$ cat src/rtl/itlb_tag_cam.sv
// Fully-associative Sv32 ITLB tag CAM: registered lookup, fill with victim selection, SFENCE.VMA invalidation.
// Build option: define ITLB_PLRU_EN for tree pseudo-LRU replacement; the default is a round-robin pointer.
module itlb_tag_cam #(
  parameter int ENTRY_NUM = 8,
  parameter int ASID_WD   = 9,
  parameter int VPN1_WD   = 10,
  parameter int VPN0_WD   = 10,
  localparam int IDX_WD   = $clog2(ENTRY_NUM),
  localparam int VPN_WD   = VPN1_WD + VPN0_WD
) (
  input  logic                 clk_i,
  input  logic                 rstn_i,
  input  logic                 lkup_valid_i,
  input  logic [ASID_WD-1:0]   lkup_asid_i,
  input  logic [VPN_WD-1:0]    lkup_vpn_i,
  output logic                 lkup_hit_o,
  output logic [ENTRY_NUM-1:0] lkup_hit_vec_o,
  output logic [IDX_WD-1:0]    lkup_hit_idx_o,
  input  logic                 fill_valid_i,
  output logic                 fill_ready_o,
  input  logic [ASID_WD-1:0]   fill_asid_i,
  input  logic [VPN_WD-1:0]    fill_vpn_i,
  input  logic                 fill_g_i,
  input  logic                 fill_mega_i,
  output logic [IDX_WD-1:0]    fill_idx_o,
  output logic                 fill_done_o,
  input  logic                 sfence_valid_i,
  input  logic                 sfence_rs1_z_i,
  input  logic                 sfence_rs2_z_i,
  input  logic [ASID_WD-1:0]   sfence_asid_i,
  input  logic [VPN_WD-1:0]    sfence_vpn_i,
  output logic                 sfence_done_o
);

  logic [ENTRY_NUM-1:0]              v_q, v_d, g_q, g_d, mega_q, mega_d;
  logic [ENTRY_NUM-1:0][ASID_WD-1:0] asid_q, asid_d;
  logic [ENTRY_NUM-1:0][VPN_WD-1:0]  vpn_q, vpn_d;

  logic                 lkup_hit_q, lkup_hit_d;
  logic [ENTRY_NUM-1:0] lkup_hit_vec_q, lkup_hit_vec_d;
  logic [IDX_WD-1:0]    lkup_hit_idx_q, lkup_hit_idx_d;
  logic [IDX_WD-1:0]    fill_idx_q, fill_idx_d;
  logic                 fill_done_q, fill_done_d;
  logic                 sfence_done_q, sfence_done_d;

  logic [ENTRY_NUM-1:0] lkup_vec_s, fill_vec_s, sf_clr_s;
  logic                 fill_fire_s, fill_exist_s, inv_found_s;
  logic [IDX_WD-1:0]    inv_idx_s, victim_idx_s, tgt_idx_s;

  function automatic logic vpn_match(input logic mega, input logic [VPN_WD-1:0] e_vpn,
                                     input logic [VPN_WD-1:0] vpn);
    return (vpn[VPN_WD-1:VPN0_WD] == e_vpn[VPN_WD-1:VPN0_WD]) &
           (mega | (vpn[VPN0_WD-1:0] == e_vpn[VPN0_WD-1:0]));
  endfunction

  function automatic logic tag_match(input logic v, input logic g, input logic mega,
                                     input logic [ASID_WD-1:0] e_asid, input logic [ASID_WD-1:0] asid,
                                     input logic [VPN_WD-1:0] e_vpn, input logic [VPN_WD-1:0] vpn);
    return v & (g | (asid == e_asid)) & vpn_match(mega, e_vpn, vpn);
  endfunction

  // Hit vectors are one-hot (fills overwrite matching entries), so OR-encoding is exact.
  function automatic logic [IDX_WD-1:0] onehot_enc(input logic [ENTRY_NUM-1:0] vec);
    logic [IDX_WD-1:0] idx;
    idx = '0;
    for (int i = 0; i < ENTRY_NUM; i++) begin
      idx = vec[i] ? (idx | IDX_WD'(i)) : idx;
    end
    return idx;
  endfunction

  // Per-entry match against lookup, fill and sfence operands.
  always_comb begin
    lkup_vec_s = '0;
    fill_vec_s = '0;
    sf_clr_s   = '0;
    for (int e = 0; e < ENTRY_NUM; e++) begin
      lkup_vec_s[e] = tag_match(v_q[e], g_q[e], mega_q[e], asid_q[e], lkup_asid_i, vpn_q[e], lkup_vpn_i);
      fill_vec_s[e] = tag_match(v_q[e], g_q[e], mega_q[e], asid_q[e], fill_asid_i, vpn_q[e], fill_vpn_i);
      case ({sfence_rs1_z_i, sfence_rs2_z_i})
        2'b11:   sf_clr_s[e] = 1'b1;
        2'b10:   sf_clr_s[e] = ~g_q[e] & (sfence_asid_i == asid_q[e]);
        2'b01:   sf_clr_s[e] = vpn_match(mega_q[e], vpn_q[e], sfence_vpn_i);
        default: sf_clr_s[e] = vpn_match(mega_q[e], vpn_q[e], sfence_vpn_i) &
                               ~g_q[e] & (sfence_asid_i == asid_q[e]);
      endcase
    end
  end

  // Fill target: existing match, else lowest invalid entry, else replacement victim.
  always_comb begin
    fill_fire_s  = fill_valid_i & ~sfence_valid_i;
    fill_exist_s = |fill_vec_s;
    inv_found_s  = ~&v_q;
    inv_idx_s    = '0;
    for (int e = ENTRY_NUM - 1; e >= 0; e--) begin
      inv_idx_s = v_q[e] ? inv_idx_s : IDX_WD'(e);
    end
    tgt_idx_s = fill_exist_s ? onehot_enc(fill_vec_s) : (inv_found_s ? inv_idx_s : victim_idx_s);
  end

`ifdef ITLB_PLRU_EN
  logic [ENTRY_NUM-2:0] plru_q, plru_d;

  // Heap-ordered tree: node n (root n=1) lives at bit n-1; a bit set to 1 steers the victim right.
  function automatic logic [IDX_WD-1:0] plru_victim(input logic [ENTRY_NUM-2:0] tree);
    int node;
    node = 1;
    for (int lvl = 0; lvl < IDX_WD; lvl++) begin
      node = 2 * node + int'(tree[node-1]);
    end
    return IDX_WD'(node - ENTRY_NUM);
  endfunction

  function automatic logic [ENTRY_NUM-2:0] plru_touch(input logic [ENTRY_NUM-2:0] tree,
                                                      input logic [IDX_WD-1:0] idx);
    logic [ENTRY_NUM-2:0] t;
    int                   node;
    t    = tree;
    node = 1;
    for (int lvl = 0; lvl < IDX_WD; lvl++) begin
      t[node-1] = ~idx[IDX_WD-1-lvl];
      node      = 2 * node + int'(idx[IDX_WD-1-lvl]);
    end
    return t;
  endfunction

  // Touch order: registered lookup hit first, then the fill target as the most recent use.
  always_comb begin
    victim_idx_s = plru_victim(plru_q);
    plru_d       = lkup_hit_q ? plru_touch(plru_q, lkup_hit_idx_q) : plru_q;
    plru_d       = fill_fire_s ? plru_touch(plru_d, tgt_idx_s) : plru_d;
  end

  // Pseudo-LRU tree register.
  always_ff @(posedge clk_i or negedge rstn_i) begin
    if (!rstn_i) begin
      plru_q <= '0;
    end else begin
      plru_q <= plru_d;
    end
  end
`else
  logic [IDX_WD-1:0] rr_ptr_q, rr_ptr_d;
  logic              use_victim_s;

  // Pointer advances only when a fill actually evicts the victim.
  always_comb begin
    victim_idx_s = rr_ptr_q;
    use_victim_s = fill_fire_s & ~fill_exist_s & ~inv_found_s;
    rr_ptr_d     = use_victim_s ? (rr_ptr_q + IDX_WD'(1)) : rr_ptr_q;
  end

  // Round-robin pointer register.
  always_ff @(posedge clk_i or negedge rstn_i) begin
    if (!rstn_i) begin
      rr_ptr_q <= '0;
    end else begin
      rr_ptr_q <= rr_ptr_d;
    end
  end
`endif

  // Entry state update: sfence wins over fill.
  always_comb begin
    v_d    = v_q;
    g_d    = g_q;
    mega_d = mega_q;
    asid_d = asid_q;
    vpn_d  = vpn_q;
    if (sfence_valid_i) begin
      v_d = v_q & ~sf_clr_s;
    end else if (fill_fire_s) begin
      v_d[tgt_idx_s]    = 1'b1;
      g_d[tgt_idx_s]    = fill_g_i;
      mega_d[tgt_idx_s] = fill_mega_i;
      asid_d[tgt_idx_s] = fill_asid_i;
      vpn_d[tgt_idx_s]  = fill_vpn_i;
    end else begin
      v_d = v_q;
    end
  end

  // Next values of the registered outputs.
  always_comb begin
    lkup_hit_d     = lkup_valid_i & (|lkup_vec_s);
    lkup_hit_vec_d = lkup_valid_i ? lkup_vec_s : '0;
    lkup_hit_idx_d = lkup_valid_i ? onehot_enc(lkup_vec_s) : '0;
    fill_done_d    = fill_fire_s;
    fill_idx_d     = fill_fire_s ? tgt_idx_s : fill_idx_q;
    sfence_done_d  = sfence_valid_i;
  end

  // CAM contents and output registers.
  always_ff @(posedge clk_i or negedge rstn_i) begin
    if (!rstn_i) begin
      v_q            <= '0;
      g_q            <= '0;
      mega_q         <= '0;
      asid_q         <= '0;
      vpn_q          <= '0;
      lkup_hit_q     <= 1'b0;
      lkup_hit_vec_q <= '0;
      lkup_hit_idx_q <= '0;
      fill_idx_q     <= '0;
      fill_done_q    <= 1'b0;
      sfence_done_q  <= 1'b0;
    end else begin
      v_q            <= v_d;
      g_q            <= g_d;
      mega_q         <= mega_d;
      asid_q         <= asid_d;
      vpn_q          <= vpn_d;
      lkup_hit_q     <= lkup_hit_d;
      lkup_hit_vec_q <= lkup_hit_vec_d;
      lkup_hit_idx_q <= lkup_hit_idx_d;
      fill_idx_q     <= fill_idx_d;
      fill_done_q    <= fill_done_d;
      sfence_done_q  <= sfence_done_d;
    end
  end

  assign fill_ready_o   = ~sfence_valid_i;
  assign lkup_hit_o     = lkup_hit_q;
  assign lkup_hit_vec_o = lkup_hit_vec_q;
  assign lkup_hit_idx_o = lkup_hit_idx_q;
  assign fill_idx_o     = fill_idx_q;
  assign fill_done_o    = fill_done_q;
  assign sfence_done_o  = sfence_done_q;

endmodule

$ cat config.mk
export PLATFORM = sky130hd
export DESIGN_NAME = itlb_tag_cam
export DESIGN_NICKNAME = d
export VERILOG_FILES = /design/src/rtl/itlb_tag_cam.sv
export SDC_FILE = /design/constraint.sdc
export NUM_CORES = 1
export LEC_CHECK = 0
export CELL_PAD_IN_SITES_DETAIL_PLACEMENT = 1
export CELL_PAD_IN_SITES_GLOBAL_PLACEMENT = 1
export CORE_MARGIN = 8
export CORE_UTILIZATION = 49
export CTS_BUF_LIST = sky130_fd_sc_hd__clkbuf_16
export CTS_CLUSTER_DIAMETER = 40
export DETAILED_ROUTE_END_ITERATION = 16
export PLACE_DENSITY = 0.78
export SKIP_CTS_REPAIR_TIMING = 1
export SYNTH_ARGS = -nofsm -noshare
export SYNTH_HDL_FRONTEND = slang
export SYNTH_SLANG_ARGS = --single-unit
$ cat constraint.sdc
create_clock -name clk_i -period 6.1 [get_ports clk_i]
set_input_delay 0.61 -clock clk_i [delete_from_list [all_inputs] [get_ports clk_i]]
set_output_delay 0.61 -clock clk_i [all_outputs]
set_load 0.005 [all_outputs]
**Word-level counts from Yosys, hierarchy flattened**

Index checks and enable logic that the tools add are counted.

- $add $sub $neg: 1
- Multiply operators: 0
- Divide/modulo/power cells: 0
- $lt $le $gt $ge: 2
- Equal/unequal tests: 75
- Shifts and indexed selects: 0
- Multiplexer cells: 46
- Bitwise gates (word level): 137
- Reduce and logical (&&, ||, !) cells: 6

Operator list:

| kind | count |
|---|---|
| $eq 10x10->1 | 48 |
| $eq 9x9->1 | 24 |
| $bwmux 160 | 1 |
| $and 1x1->1 | 84 |
| $bwmux 72 | 1 |
| $demux 20 s3 | 1 |
| $mux 3 | 19 |
| $or 1x1->1 | 40 |
| $demux 9 s3 | 1 |
| $mux 8 | 3 |
| $pmux 1 s3 | 8 |
| $mux 20 | 1 |
| $bwmux 8 | 2 |
| $reduce_or 8->1 | 2 |
| $not 1->1 | 10 |
| $mux 9 | 1 |
| $and 8x8->8 | 1 |
| $mux 2 | 4 |
| $not 8->8 | 1 |
| $or 8x8->8 | 1 |
| $reduce_and 8->1 | 1 |
| $eq 2x2->1 const B | 2 |
| $lt 3x4->1 const B | 1 |
| $add 3x1->3 const B | 1 |
| 7 further kinds | 9 |

- Flip-flop bits (word level): 276
- Latch bits: 0
- Memory bits (writable): 0
- ROM bits: 0
- Input bits: 96
- Output and inout port bits: 18
- Word-level logic and storage cells: 293
- Memories: 0

**Longest topological paths before layout**

- Depth after elaboration: 19
- Mapped depth: 11
- Depth with buffers taken out: 8

**Worst setup path before layout**

No wires, ideal clock.

- Path type: input-to-reg
- From: input port fill_vpn_i[14]
- To: register vpn_q[125] in the netlist's numbering
- Setup time: 128 ps
- Arrival: 3146 ps
- Required time: 5972 ps
- Path slack: 2826 ps
- Stages on the path: 10
- Path buffers: 2
- Cells stage by stage: clkbuf_1 -> xnor2_1 -> nand4_1 -> or4_1 -> or3_1 -> nand4_1 -> o21ai_2 -> nor4_4 -> buf_4 -> mux2_1

- Word-level cells in the longest chain between the ends: 16
- Elaborated cells on any way between the ends: 39
- Those cells by class: order compare: 2; eq/ne: 8; mux: 11; bitwise: 16; reduce/logical: 2

RTL lines:

| element | line | text |
|---|---|---|
| from (decl) | 22 | `input logic [VPN_WD-1:0] fill_vpn_i,` |
| $eq 10x10->1 | 52 | `return (vpn[VPN_WD-1:VPN0_WD] == e_vpn[VPN_WD-1:VPN0_WD]) &` |
| $and 1x1->1 | 52 |  |
| $and 1x1->1 | 59 | `return v & (g \| (asid == e_asid)) & vpn_match(mega, e_vpn, vpn);` |
| $mux 1 | 67 | `idx = vec[i] ? (idx \| IDX_WD'(i)) : idx;` |
| $mux 2 (2 in a row) | 67 |  |
| $mux 3 (4 in a row) | 67 |  |
| $mux 3 * | 99 | `tgt_idx_s = fill_exist_s ? onehot_enc(fill_vec_s) : (inv_found_s ? inv_idx_s : victim_idx_s);` |
| $lt 3x4->1 (not written as such) / $ge 3x1->1 (equally long branches) | 178 | `vpn_d[tgt_idx_s] = fill_vpn_i;` |
| $logic_and 1x1->1 (not written as such) | 178 |  |
| $mux 20 (not written as such) | 178 |  |
| $demux 20 s3 * | 178 |  |
| $bwmux 160 * | 178 |  |
| to (signal assigned) | 213 | `vpn_q <= vpn_d;` |
| to (decl) | 37 | `logic [ENTRY_NUM-1:0][VPN_WD-1:0] vpn_q, vpn_d;` |

Mark *: on every way between the ends. The rest lies on a longest branch, timed or not.
A chain may end at the register's enable or synchronous reset.

**Worst setup path in the final report**

- From: input port fill_vpn_i[2]
- To: register vpn_q[20] in the netlist's numbering

- Word-level cells in the longest chain between the ends: 17
- Elaborated cells on any way between the ends: 47
- Those cells by class: order compare: 2; eq/ne: 8; mux: 11; bitwise: 24; reduce/logical: 2

RTL lines:

| element | line | text |
|---|---|---|
| $eq 10x10->1 | 53 | `(mega \| (vpn[VPN0_WD-1:0] == e_vpn[VPN0_WD-1:0]));` |
| $or 1x1->1 | 53 |  |
| $and 1x1->1 | 52 |  |
| $and 1x1->1 | 59 |  |
| $mux 1 | 67 |  |
| $mux 2 (2 in a row) | 67 |  |
| $mux 3 (4 in a row) | 67 |  |
| $mux 3 * | 99 |  |
| $lt 3x4->1 (not written as such) / $ge 3x1->1 (equally long branches) | 178 |  |
| $logic_and 1x1->1 (not written as such) | 178 |  |
| $mux 20 (not written as such) | 178 |  |
| $demux 20 s3 * | 178 |  |
| $bwmux 160 * | 178 |  |

Marks and branches as above.

==> flow_results.org <==
** Routing
- The final route contains between 10k and 15k vias.
- After detailed routing, the average wire length per cell comes to 29.2 um.
- In this run, the number of DRC markers left after iteration 0 of detailed routing was about 1.1k.
- Remaining antenna violation count after routing :: 0
- The first detailed-routing pass took 5 iterations.
- For this run, design rule violations remaining after detail routing come to 0.
- Sum of routed wire length over all layers :: roughly 68000 um
- In the routed layout, each cell is associated on average with a via count of just over 6.

** Run status
- The run finished with clean final reports.

** CTS
- Buffer cell driving the clock tree root :: sky130_fd_sc_hd__clkbuf_16
- Maximum buffer depth of the clock tree :: 3
- Clock latency on the worst-skew pair, taken at its later pin, is between 500 and 600 ps.
- Clock-pin slew was measured on the worst setup and hold paths at 50 ps.
- The clock drives 276 sinks.
- CTS tree :: done
- Depth of the CTS H-tree :: 2
- The number of clock buffers added by TritonCTS is 51.

** Cells and area
- The library cell used most frequently in the layout, excluding fill and tap cells, is sky130_fd_sc_hd__xnor2_1.
- For this run, the post-layout net count is roughly 1.9k.
- Non-Filler Cell Area, Final :: about 0.022 mm^2
- The post-route netlist has 15.7% of its cells at a drive strength greater than 1.
- In the final layout, the multi-input gates occupy about 0.011 mm^2.
- Summing all flip-flop and latch instances after layout gives ~0.0069 mm^2.
- Commonest cells after routing, fill and taps aside :: sky130_fd_sc_hd__xnor2_1, sky130_fd_sc_hd__xor2_1, sky130_fd_sc_hd__dfrtp_1
- The area growth from synthesis to layout is 17.3%.
- Total inserted antenna cells :: 0
- After filler insertion, the fill cell instance count of the layout stands at slightly below 4k.

** Floorplan
- The die covers about 0.045 mm^2.
- In this run the core area contains between 70 and 80 standard-cell rows.
- Floorplan die height :: between 200 and 250 um
- Ports :: 114
- The die is 212 um wide.
- Total core area :: 0.0378 mm^2
- For this configuration, the core starts out at a cell density of around half.

** Power and ir drop
- LEAKAGE :: approximately 0.0094 uW
- The completed layout was analyzed and its total power is ~8600 uW.
- IR analysis of the VDD net gives a maximum drop of roughly 300 uV.
- Of the total power, registers draw ~37%.
- Combinational cells account for around 29% of the total power.
- Switching power total :: 3100 uW
- The internal power of the cells totals between 5000 and 6000 uW.
- Of the total power, the share spent switching nets is between 30 and 40%.
- For this design the ratio of total power to cell area is just under 400 mW/mm^2.
- Clock network fraction of design power :: about a third

** Worst setup path
- Termination of the worst setup path :: vpn_q[20]$_DFFE_PN0P_
- Crit-path leading delay family :: buffers and inverters
- Worst Path Arrival :: 5270 ps
- STA puts the critical path data required time at 6560 ps.
- The startpoint identified for the worst register-to-register timing path is vpn_q[86]$_DFFE_PN0P_.
- The critical path crosses 11 cells after its start point.
- Count of buffer and inverter cells on the critical path :: 3
- Along the worst path, the maximum fanout reaches 12.
- Master of the slowest instance on the critical path :: sky130_fd_sc_hd__clkdlybuf4s50_1
- The number of cells on the worst reg-to-reg path is 9.
- STA classifies the critical path startpoint as an input port.
- R2R Path End :: vpn_q[20]$_DFFE_PN0P_
- Category of the most critical setup path :: input port to register
- Maximum cell stage delay along the critical path :: 1000 ps
- The setup check on the worst reg-to-reg path leaves a slack of about 2000 ps.
- List of cells traversed by the critical path :: clkdlybuf4s50_1 > buf_4 > xor2_1 > nor4_1 > a41oi_1 > nor3_1 > nor4b_1 > o211ai_1 > nand3b_1 > buf_4 > mux2_2
- Crit. End Element :: register
- Crit path top cell by count :: sky130_fd_sc_hd__buf_4
- Timing startpoint of the critical path :: fill_vpn_i[2]

** Synth
- Share of the yosys chip area belonging to registers :: 36.7%
- Yosys attributes the largest share of cell area to sky130_fd_sc_hd__dfrtp_1, sky130_fd_sc_hd__xnor2_1, sky130_fd_sc_hd__xor2_1.
- The mapped netlist covers approximately 0.019 mm^2.
- The synthesized design contains 0 enable-type register cells.
- Number of nets in the synthesized netlist :: 1822
- Number of flip-flops and latches in the synthesized netlist :: 276
- After synthesis, the netlist uses 45 different library cells.
- Count of mapped cells out of synthesis :: around 1.7k
- Most instantiated flip-flop cell in the synthesis netlist :: sky130_fd_sc_hd__dfrtp_1
- Fraction of registers with async set or reset after synthesis :: between 90% and 100%
- The share of synthesized area in the top cell type comes to 36.7%.
- Average cell area after synthesis :: about 11 um^2
- Cell type with the highest aggregate area in the netlist :: sky130_fd_sc_hd__dfrtp_1
- Yosys printed 0 warnings.

** Placement
- Buffers placed on the I/O ports in this run total 113.
- Routability-driven placement finished with a final weighted congestion of between 0.9 and 1.
- Pre-CTS setup slack :: approximately 900 ps
- Placement-stage cell area :: 0.0203 mm^2
- Once detailed placement completed, the half-perimeter wirelength came to between 40000 and 50000 um.

** Timing
- At the pin with the least slew margin, the transition time is between 1000 and 1500 ps.
- Setup repair after global routing left no endpoint under its margin.
- Setup total negative slack on the finished layout was measured at 0 ps.
- For the final database, setup skew stands at between 15 and 20 ps.
- Period minus WS final :: between 4000 and 5000 ps
- Derived from the worst setup path, the maximum achievable clock frequency is 208 MHz.
- Setup violations remaining at the end of the flow were counted as 0.
- Hold violation total from the final report :: 0
- Final Cycle Share :: between 70% and 80%
- Final max-slew violation count :: 0
- Slew HR :: between 20% and 30%
- Worst Slack Setup Final :: about 1300 ps

** Flow run
- Maximum Capacitance Violations :: 0

** Global routing
- Number of antenna violations at the first check in global routing :: 1
- Overflow after GRT :: 0
- Entering global routing, the biggest net connects approximately 120 pins.
- The via count of the first global-routing pass was 15.9k.
- Global-route wire length before repair :: 103000 um
- Global routing consumed, over all layers together, 30.7% of the routing resources.

** Hold path
- The tightest min-delay check is of the input port to async pin type.
-- routing by layer --
metal | up-vias | part of all wire [%] | track usage [%]
met2 | 622 | 47 | 50.0
met5 | - | 0.019 | 0
met4 | 2 | 5.8 | 17.7
met1 | 7458 | 40 | 38.0
met3 | 229 | 6.5 | 5.55
li1 | 6144 | - | -
-- registers in the layout, indices dropped and copies added, names as in the netlist --
name,cells
fill_done_o,1
lkup_hit_o,1
lkup_hit_idx_o,3
v_q,8
mega_q,8
g_q,8
vpn_q,160
lkup_hit_vec_o,8
sfence_done_o,1
fill_idx_o,3
asid_q,72
rr_ptr_q,3
-- cells in the mapped netlist (2+ instances only) --
cell type	n
sky130_fd_sc_hd__o21ai_0	13
sky130_fd_sc_hd__a41o_1	10
sky130_fd_sc_hd__xnor2_1	362
sky130_fd_sc_hd__a41oi_1	22
sky130_fd_sc_hd__mux2_2	143
sky130_fd_sc_hd__buf_2	57
sky130_fd_sc_hd__inv_1	4
sky130_fd_sc_hd__nand2_1	15
sky130_fd_sc_hd__nor4_4	2
sky130_fd_sc_hd__nand3_1	21
sky130_fd_sc_hd__nor3_2	2
sky130_fd_sc_hd__a21boi_0	2
sky130_fd_sc_hd__or4_1	3
sky130_fd_sc_hd__buf_1	9
sky130_fd_sc_hd__clkbuf_1	64
sky130_fd_sc_hd__nand4b_1	3
sky130_fd_sc_hd__nor3_1	24
sky130_fd_sc_hd__buf_4	13
sky130_fd_sc_hd__and2_1	7
sky130_fd_sc_hd__nand3b_1	3
sky130_fd_sc_hd__xor2_1	336
sky130_fd_sc_hd__a21oi_1	4
sky130_fd_sc_hd__nor2_1	5
sky130_fd_sc_hd__o211ai_1	3
sky130_fd_sc_hd__or4b_2	3
sky130_fd_sc_hd__mux2_1	106
sky130_fd_sc_hd__a21o_1	4
sky130_fd_sc_hd__o221ai_1	4
sky130_fd_sc_hd__o21ai_2	2
sky130_fd_sc_hd__nor4_1	97
sky130_fd_sc_hd__dfrtp_1	276
sky130_fd_sc_hd__nor4b_1	2
sky130_fd_sc_hd__nand4_1	78
sky130_fd_sc_hd__or3_1	7
sky130_fd_sc_hd__a31oi_1	8
sky130_fd_sc_hd__nand2b_1	2
-- worst min-delay path by stage --
stage	from	endpoint	slack [ps]
floorplan	rstn_i	asid_q[0]$_DFFE_PN0P_	310
global placement	fill_idx_o[1]$_DFFE_PN0P_	fill_idx_o[1]$_DFFE_PN0P_	470
detailed placement	fill_idx_o[1]$_DFFE_PN0P_	fill_idx_o[1]$_DFFE_PN0P_	470
CTS	rstn_i	vpn_q[124]$_DFFE_PN0P_	50
global route	rstn_i	vpn_q[80]$_DFFE_PN0P_	60
finish	rstn_i	vpn_q[8]$_DFFE_PN0P_	4
-- power groups by stage --
stage / combinational, uW / clock, uW / sequential (uW)
final: 2510 / 2950 / 3140
after global routing: 2720 / 3060 / 3200
after CTS: 2490 / 2980 / 3120
after detailed placement: 2450 / 0 / 3140
after global placement: 2340 / 0 / 3100
after floorplan: 1860 / 0 / 2910
-- area by class of cell --
| type | instances | share of cell area [%] |
|---|---|---|
| inverters | 4 | 0.0680 |
| repair buffers | 159 | 6.77 |
| well taps | 511 | 2.90 |
| flip-flops and latches | 276 | 31.3 |
| clock buffers | 53 | 6.01 |
| clock inverters | 41 | 2.02 |
| multi-input cells | 1302 | 50.9 |
-- per-stage QoR --
step,hold WS [ps],utilization [%],std cells
floorplan,314,-,1725
global placement,465,53.8,2252
detailed placement,472,53.8,2252
CTS,47.2,58.5,2346
global route,59.4,58.5,2346
finish,4.40,58.5,2346
-- cells by family after synthesis --
group	Yosys count	share of synthesized area (%)
compound gates	78	3.23
xor+xnor	698	32.5
fa+ha+maj	1	0.0665
buf+inv	147	3.57
flops	276	36.7
mux	249	14.9
simple gates	276	8.99
(Power assumes the default switching activity.)
